$ cat src/rtl/tia_write_strobe_sequencer.sv
`default_nettype none
// ============================================================================
//  Module   : tia_write_strobe_sequencer
//  Brief    : Registered TIA write-address decode. Produces one-cycle one-hot
//             write strobes, per-address deferred strobes (single defer slot),
//             an unmapped-address pulse and an optional WSYNC halt on rdy.
//             The WSYNC state machine is built only when the macro
//             TIA_WRITE_STROBE_WSYNC_EN is defined; otherwise rdy is tied 1.
//  Revision : 1.0 - initial release
// ============================================================================
module tia_write_strobe_sequencer #(
    parameter int          ADDR_W       = 6,
    parameter int          NUM_REGS     = 45,
    parameter logic [63:0] DEFER_MASK   = 64'h0000_0400_0000_0000,
    parameter int          DEFER_CYCLES = 2,
    parameter int          WSYNC_ADDR   = 2
) (
    input  logic                phi2,
    input  logic                reset_bar,
    input  logic [ADDR_W-1:0]   a,
    input  logic                w_bar,
    input  logic                cs_bar,
    input  logic                hsync_pulse,
    output logic [NUM_REGS-1:0] strobe,
    output logic                rdy,
    output logic                bad_addr,
    output logic                defer_busy,
    output logic                defer_drop
);

    localparam int                  CNT_W     = $clog2(DEFER_CYCLES + 1);
    localparam logic [NUM_REGS-1:0] DEFER_VEC = NUM_REGS'(DEFER_MASK);

    logic                accept;
    logic                mapped;
    logic                def_load;
    logic                fire;
    logic [NUM_REGS-1:0] addr_dec;
    logic [NUM_REGS-1:0] imm_vec;
    logic [NUM_REGS-1:0] slot_vec;
    logic [CNT_W-1:0]    cnt;

    assign accept = ~w_bar & ~cs_bar;

    // One-hot decode of the write address over the mapped range only.
    always_comb begin
        addr_dec = '0;
        for (int i = 0; i < NUM_REGS; i++) begin
            if (a == ADDR_W'(i)) addr_dec[i] = 1'b1;
        end
    end

    assign mapped   = |addr_dec;
    assign def_load = accept & (|(addr_dec & DEFER_VEC));
    assign imm_vec  = accept ? (addr_dec & ~DEFER_VEC) : '0;
    // A new deferred write takes the slot even on the expiry edge, so the
    // old strobe is dropped rather than fired.
    assign fire     = defer_busy & (cnt == CNT_W'(1)) & ~def_load;

    // Single defer slot: load/replace on a deferred write, count down otherwise.
    always_ff @(posedge phi2) begin
        if (!reset_bar) begin
            slot_vec   <= '0;
            cnt        <= '0;
            defer_busy <= 1'b0;
            defer_drop <= 1'b0;
        end else begin
            defer_drop <= def_load & defer_busy;
            if (def_load) begin
                slot_vec   <= addr_dec;
                cnt        <= CNT_W'(DEFER_CYCLES);
                defer_busy <= 1'b1;
            end else if (defer_busy) begin
                cnt <= cnt - CNT_W'(1);
                if (cnt == CNT_W'(1)) begin
                    defer_busy <= 1'b0;
                    slot_vec   <= '0;
                end
            end
        end
    end

    // Registered strobe and unmapped-address outputs.
    always_ff @(posedge phi2) begin
        if (!reset_bar) begin
            strobe   <= '0;
            bad_addr <= 1'b0;
        end else begin
            strobe   <= imm_vec | (fire ? slot_vec : '0);
            bad_addr <= accept & ~mapped;
        end
    end

`ifdef TIA_WRITE_STROBE_WSYNC_EN
    typedef enum logic [0:0] {
        RUN  = 1'b0,
        HALT = 1'b1
    } wsync_state_t;

    wsync_state_t state;
    wsync_state_t state_next;
    logic         wsync_hit;

    assign wsync_hit = accept & (a == ADDR_W'(WSYNC_ADDR));

    // WSYNC state register.
    always_ff @(posedge phi2) begin
        if (!reset_bar) begin
            state <= RUN;
        end else begin
            state <= state_next;
        end
    end

    // Halt on a WSYNC write; release on the first hsync pulse seen while halted.
    always_comb begin
        state_next = state;
        case (state)
            RUN:     if (wsync_hit)   state_next = HALT;
            HALT:    if (hsync_pulse) state_next = RUN;
            default:                  state_next = RUN;
        endcase
    end

    assign rdy = (state == RUN);
`else
    logic unused_hsync;
    assign unused_hsync = hsync_pulse;
    assign rdy          = 1'b1;
`endif

endmodule
`default_nettype wire
$ cat config.mk
export PLATFORM = sky130hd
export DESIGN_NAME = tia_write_strobe_sequencer
export DESIGN_NICKNAME = d
export VERILOG_FILES = /design/src/rtl/tia_write_strobe_sequencer.sv
export SDC_FILE = /design/constraint.sdc
export NUM_CORES = 1
export LEC_CHECK = 0
export CORE_MARGIN = 2
export CORE_UTILIZATION = 45
export DETAILED_ROUTE_END_ITERATION = 10
export PLACE_DENSITY = 0.85
export SLEW_MARGIN = 20
export SYNTH_ARGS = -nofsm -noshare
export SYNTH_HDL_FRONTEND = slang
export SYNTH_SLANG_ARGS = --single-unit
$ cat constraint.sdc
create_clock -name phi2 -period 1.75 [get_ports phi2]
set_input_delay 0.35 -clock phi2 [delete_from_list [all_inputs] [get_ports phi2]]
set_output_delay 0.35 -clock phi2 [all_outputs]
set_load 0.02 [all_outputs]
# --- Word level (Yosys, flattened, before mapping) ---
# Cells that the tools add are included.
op_classes:
  add_sub_neg: 1
  n_eq_ne: 45
  muxes: 55
  bitwise_logic: 12
  n_reduce_logical: 6
op_table:
  columns: ["cell", "count"]
  rows:
  - ["two-way mux 45 bit", 5]
  - ["== test 6 x 5 -> 1 bit, second input constant", 16]
  - ["== test 6 bit, second input constant", 13]
  - ["== test 6 x 4 -> 1 bit, second input constant", 8]
  - ["two-way mux 1 bit", 48]
  - ["bitwise OR 45 bit", 1]
  - ["OR reduction 45 bit", 1]
  - ["== test 6 x 3 -> 1 bit, second input constant", 4]
  - ["== test 6 x 2 -> 1 bit, second input constant", 2]
  - ["bitwise AND 1 bit", 6]
  - ["== test 6 x 1 -> 1 bit, second input constant", 1]
  - ["zero test 6 bit", 1]
  - ["inverter 1 bit", 5]
  - ["two-way mux 2 bit", 2]
  - ["nonzero test 2 bit", 2]
  - ["== test 2 x 1 -> 1 bit, second input constant", 1]
  - ["AND reduction 2 bit", 1]
  - ["OR reduction 2 bit", 1]
  - ["subtractor 2 x 1 -> 2 bit, second input constant", 1]
totals:
  ff_bits: 95
  output_inout_bits: 49

# --- Longest topological paths before layout ---
logic_depth:
  ltp_word: 7
  mapped_depth: 7
  depth_no_buf: 5

# --- Worst setup path before layout ---
# Ideal clock, no wire load.
synth_path:
  path_type: "input to register"
  start: "input a[2]"
  end: "register strobe[21]"
  arrival_time_ns: 1.617
  setup_slack_ns: -0.003
  path_stages: 7
  cell_sequence: "buf_6 nand4bb_4 or4b_1 buf_2 nand3_4 buf_6 o22ai_1"
synth_between:
  elab_chain_cells: 7
synth_lines:
  columns: ["item", "line", "rtl"]
  rows:
  - ["start, declared", "20", "input logic [ADDR_W-1:0] a,"]
  - ["== test 6 bit", "49", "if (a == ADDR_W'(i)) addr_dec[i] = 1'b1;"]
  - ["two-way mux 1 bit", "49", null]
  - ["bitwise AND 1 bit", "54", "assign def_load = accept & (|(addr_dec & DEFER_VEC));"]
  - ["inverter 1 bit", "58", "assign fire = defer_busy & (cnt == CNT_W'(1)) & ~def_load;"]
  - ["bitwise AND 1 bit", "58", null]
  - ["two-way mux 45 bit", "89", "strobe <= imm_vec | (fire ? slot_vec : '0);"]
  - ["bitwise OR 45 bit *", "89", null]
  - ["end signal, assigned", "89", null]
  - ["end, declared", "24", "output logic [NUM_REGS-1:0] strobe,"]
# Mark *: on every way between the ends. The rest lies on a longest branch, timed or not.
# A chain may end at the register's enable or synchronous reset.

# --- Worst setup path after layout ---
layout_path:
  start: "input a[4]"
  end: "register strobe[32]"
# The elaborated chain is that of the path after synthesis.

==> impl_metrics.toml <==
[layout]
drive_gt1_share_pct = 12.6
nets = 403
fin_cells = 476
fillCellCount = 544
diodes = 0
synthToLayoutAreaGrowth_pct = 33.7

[clock_network]
post-cts-setup-buffers = 0
insertion_delay_ps = 370
root_buffer = "clkbuf_8"
cts_num_sinks = 95
cts_tree = "done"
htree_num_levels = 3
path_clk_slew_ps = 100
cts_buffers = 9
cts_hold_buf = 0
clockBufferDepth = 2

[yosys]
synth_nets = 334
netlist.top_cell.by_area = "dfxtp_1"
yosys.area_share.simple_pct = 19.4
async_flop_share_pct = 0
synthMuxAreaShare_pct = 0.323
ys_types = 35
synth.top_cell.area_share_pct = 61.3
synth.top_cells.by_area = "dfxtp_1 (61%), o22ai_1 (8.9%), nand2_1 (7.4%)"
synth_seq_area_share_pct = 61.3
synth_compound_area_share_pct = 12.1
synthXorXnorAreaFrac_pct = 0.565
synthAdderAreaFrac_pct = 0.403
ys_ff_latch = 95
synth_top_family_by_area = "simple AND/OR/NAND/NOR gates"
yosys_most_used_dff = "dfxtp_1"
syn_inst = 322
synth.avg_cell_area_um2 = 9.64
ys_warn_count = 0
synth-edff-count = 0
syn_area_um2 = 3100

[sta]
whs_ps = 443
tns_ps = 0
rsz0062_at_grt = "false"
setup_viol_count_final = 0
hold_viol = 0
fmax_ghz = 0.591
fin_crit_sh_pct = 96.7
fin_skew_ps = 13.8
maxSlewViolCount = 0
min_period_ps = 1690

[floorplan]
dieArea_um2 = 7580
core_area_um2 = 6720
die_w_um = 87.0
ios = 60
start_util_pct = 46.2
rows = 30
die_h_um = 87.0

[placed_design]
dp_cells = 457
numPortBuffers = 57
dp_hpwl_um = 4680
gp_congestion = 0.883

[drt]
dr_total_vias = 2587
drcViolationCount = 0
wl_per_cell_um = 15.3
ant_nets = 0
wirelength_um = 7280
drt_iter0_markers = 196
viasPerCell = 5.43
drt_pass1_iterations = 5

[global_route]
antenna_found_initial = 0
grtUsageTotal_pct = 18.6
grt_start_max_net_pins = 51
grt_overflow = 0
grt_pass1_wl_um = 10900
grt_pass1_vias = 2382

[worst_setup_path]
crit_type = "in2reg"
endpoint_kind = "register"
critical_path.max_stage_delay_ps = 510
cp-start-kind = "primary input"
worst_ep_arrival_time_ps = 1940
cp.required_ps = 1990
cp_cell_sequence = "clkdlybuf4s50_1, nor2b_4, or4b_4, nand3_4, clkbuf_16, o22ai_1"
crit_fanout = 8
slowest_stage = "or4b_4"

[status]
status = "complete, no violations"

[min_path]
holdCritPathClass = "reg2reg"

[power_and_ir_drop]
power.density_nw_per_um2 = 892
ir_drop_mv = 0.566
leakagePower_nw = 1.62

[run]
maxCapViolCount = 0
-- layout by cell type (no fill, tap or decap), types with 4 or more instances in the layout --
cell / count
buf_12: 7
buf_4: 16
clkbuf_8: 9
clkdlybuf4s50_1: 52
dfxtp_1: 95
dlymetal6s2s_1: 5
nand2_1: 61
nand2b_1: 4
nand3_1: 4
nor2_1: 51
nor2b_1: 4
o22ai_1: 44
-- power breakdown --
part,internal [W],switching [W]
combinational,0.0000710,0.0000935
sequential,0.00216,0.00000102
clock,0.000549,0.000822
-- registers in the layout (all words and copies together), names as in the netlist --
| register | count |
|---|---|
| slot_vec | 45 |
| strobe | 45 |
| cnt | 2 |
| bad_addr | 1 |
| defer_busy | 1 |
| defer_drop | 1 |
-- final timing paths --
check | start | to | slack [ps] | cells past startpoint
setup / recovery | a[4] | strobe[32] | 60 | 6
hold reg to reg | slot_vec[42] | strobe[42] | 440 | 2
setup reg to reg | cnt[0] | strobe[32] | 450 | 4
hold / removal | slot_vec[42] | strobe[42] | 440 | 2
-- routing by layer --
layer / track usage [%] / vias up / share of wire, %
li1: - / 1224 / -
met2: 30.6 / 106 / 50
met3: 5.12 / 18 / 6.3
met5: 0 / - / 0
met4: 7.81 / 0 / 2.1
met1: 22.8 / 1239 / 42
-- synthesized netlist by cell type, types with 2 or more instances --
cell / count
dfxtp_1: 95
nand2_1: 61
nor2_1: 51
o22ai_1: 44
clkbuf_1: 13
buf_6: 9
nor2b_1: 5
nand2b_1: 4
nand3_1: 4
a21boi_0: 3
inv_1: 3
a21oi_1: 2
buf_2: 2
o21ai_0: 2
o221ai_1: 2
or3_1: 2
xor2_1: 2
-- what timing repair did --
item | in CTS | in global routing
pin swaps | 1 | 2
endpoints found under the setup margin | 88 | 18
gates resized for setup | 1 | 6
gates cloned | 0 | 3
-- stage by stage --
stage                     total power (W)  cell area [um^2]  util [%]  worst slack, ps
after global placement            0.00237              3870      57.6             -432
after CTS                         0.00369              4060      60.4             18.9
after floorplan                   0.00231              3120         -           -0.190
after global routing              0.00381              4150      61.8             12.2
after detailed placement          0.00238              3870      57.6             -485
final                             0.00370              4150      61.8             58.0
-- worst max-delay path: cells and delay by family --
family          cells  cell delay, ps
simple gates        3             830
buf+inv             2             650
compound gates      1              90
-- cells by family (layout without fill, tap and decap cells) --
family                     count (synthesis)  count (layout)
xor gates and xnor gates                   2               2
muxes                                      1               1
and+or+nand+nor                          136             136
buffers and inverters                     28             102
DFF                                       95              95
adders and majority gates                  1               1
AOI/OAI and AO/OA                         58              58
other                                      1               1
-- area by class of cell --
class / instances / area, um^2 / area share [%]
sequential: 95 / 1900 / 45.8
timing repair buffer: 83 / 918 / 22.1
tap: 80 / 100 / 2.41
clock inverter: 7 / 61.3 / 1.48
multi-input combinational: 199 / 1030 / 24.9
inverter: 3 / 11.3 / 0.271
clock buffer: 9 / 124 / 2.98
Note: power is estimated with default switching activity, not from simulation.
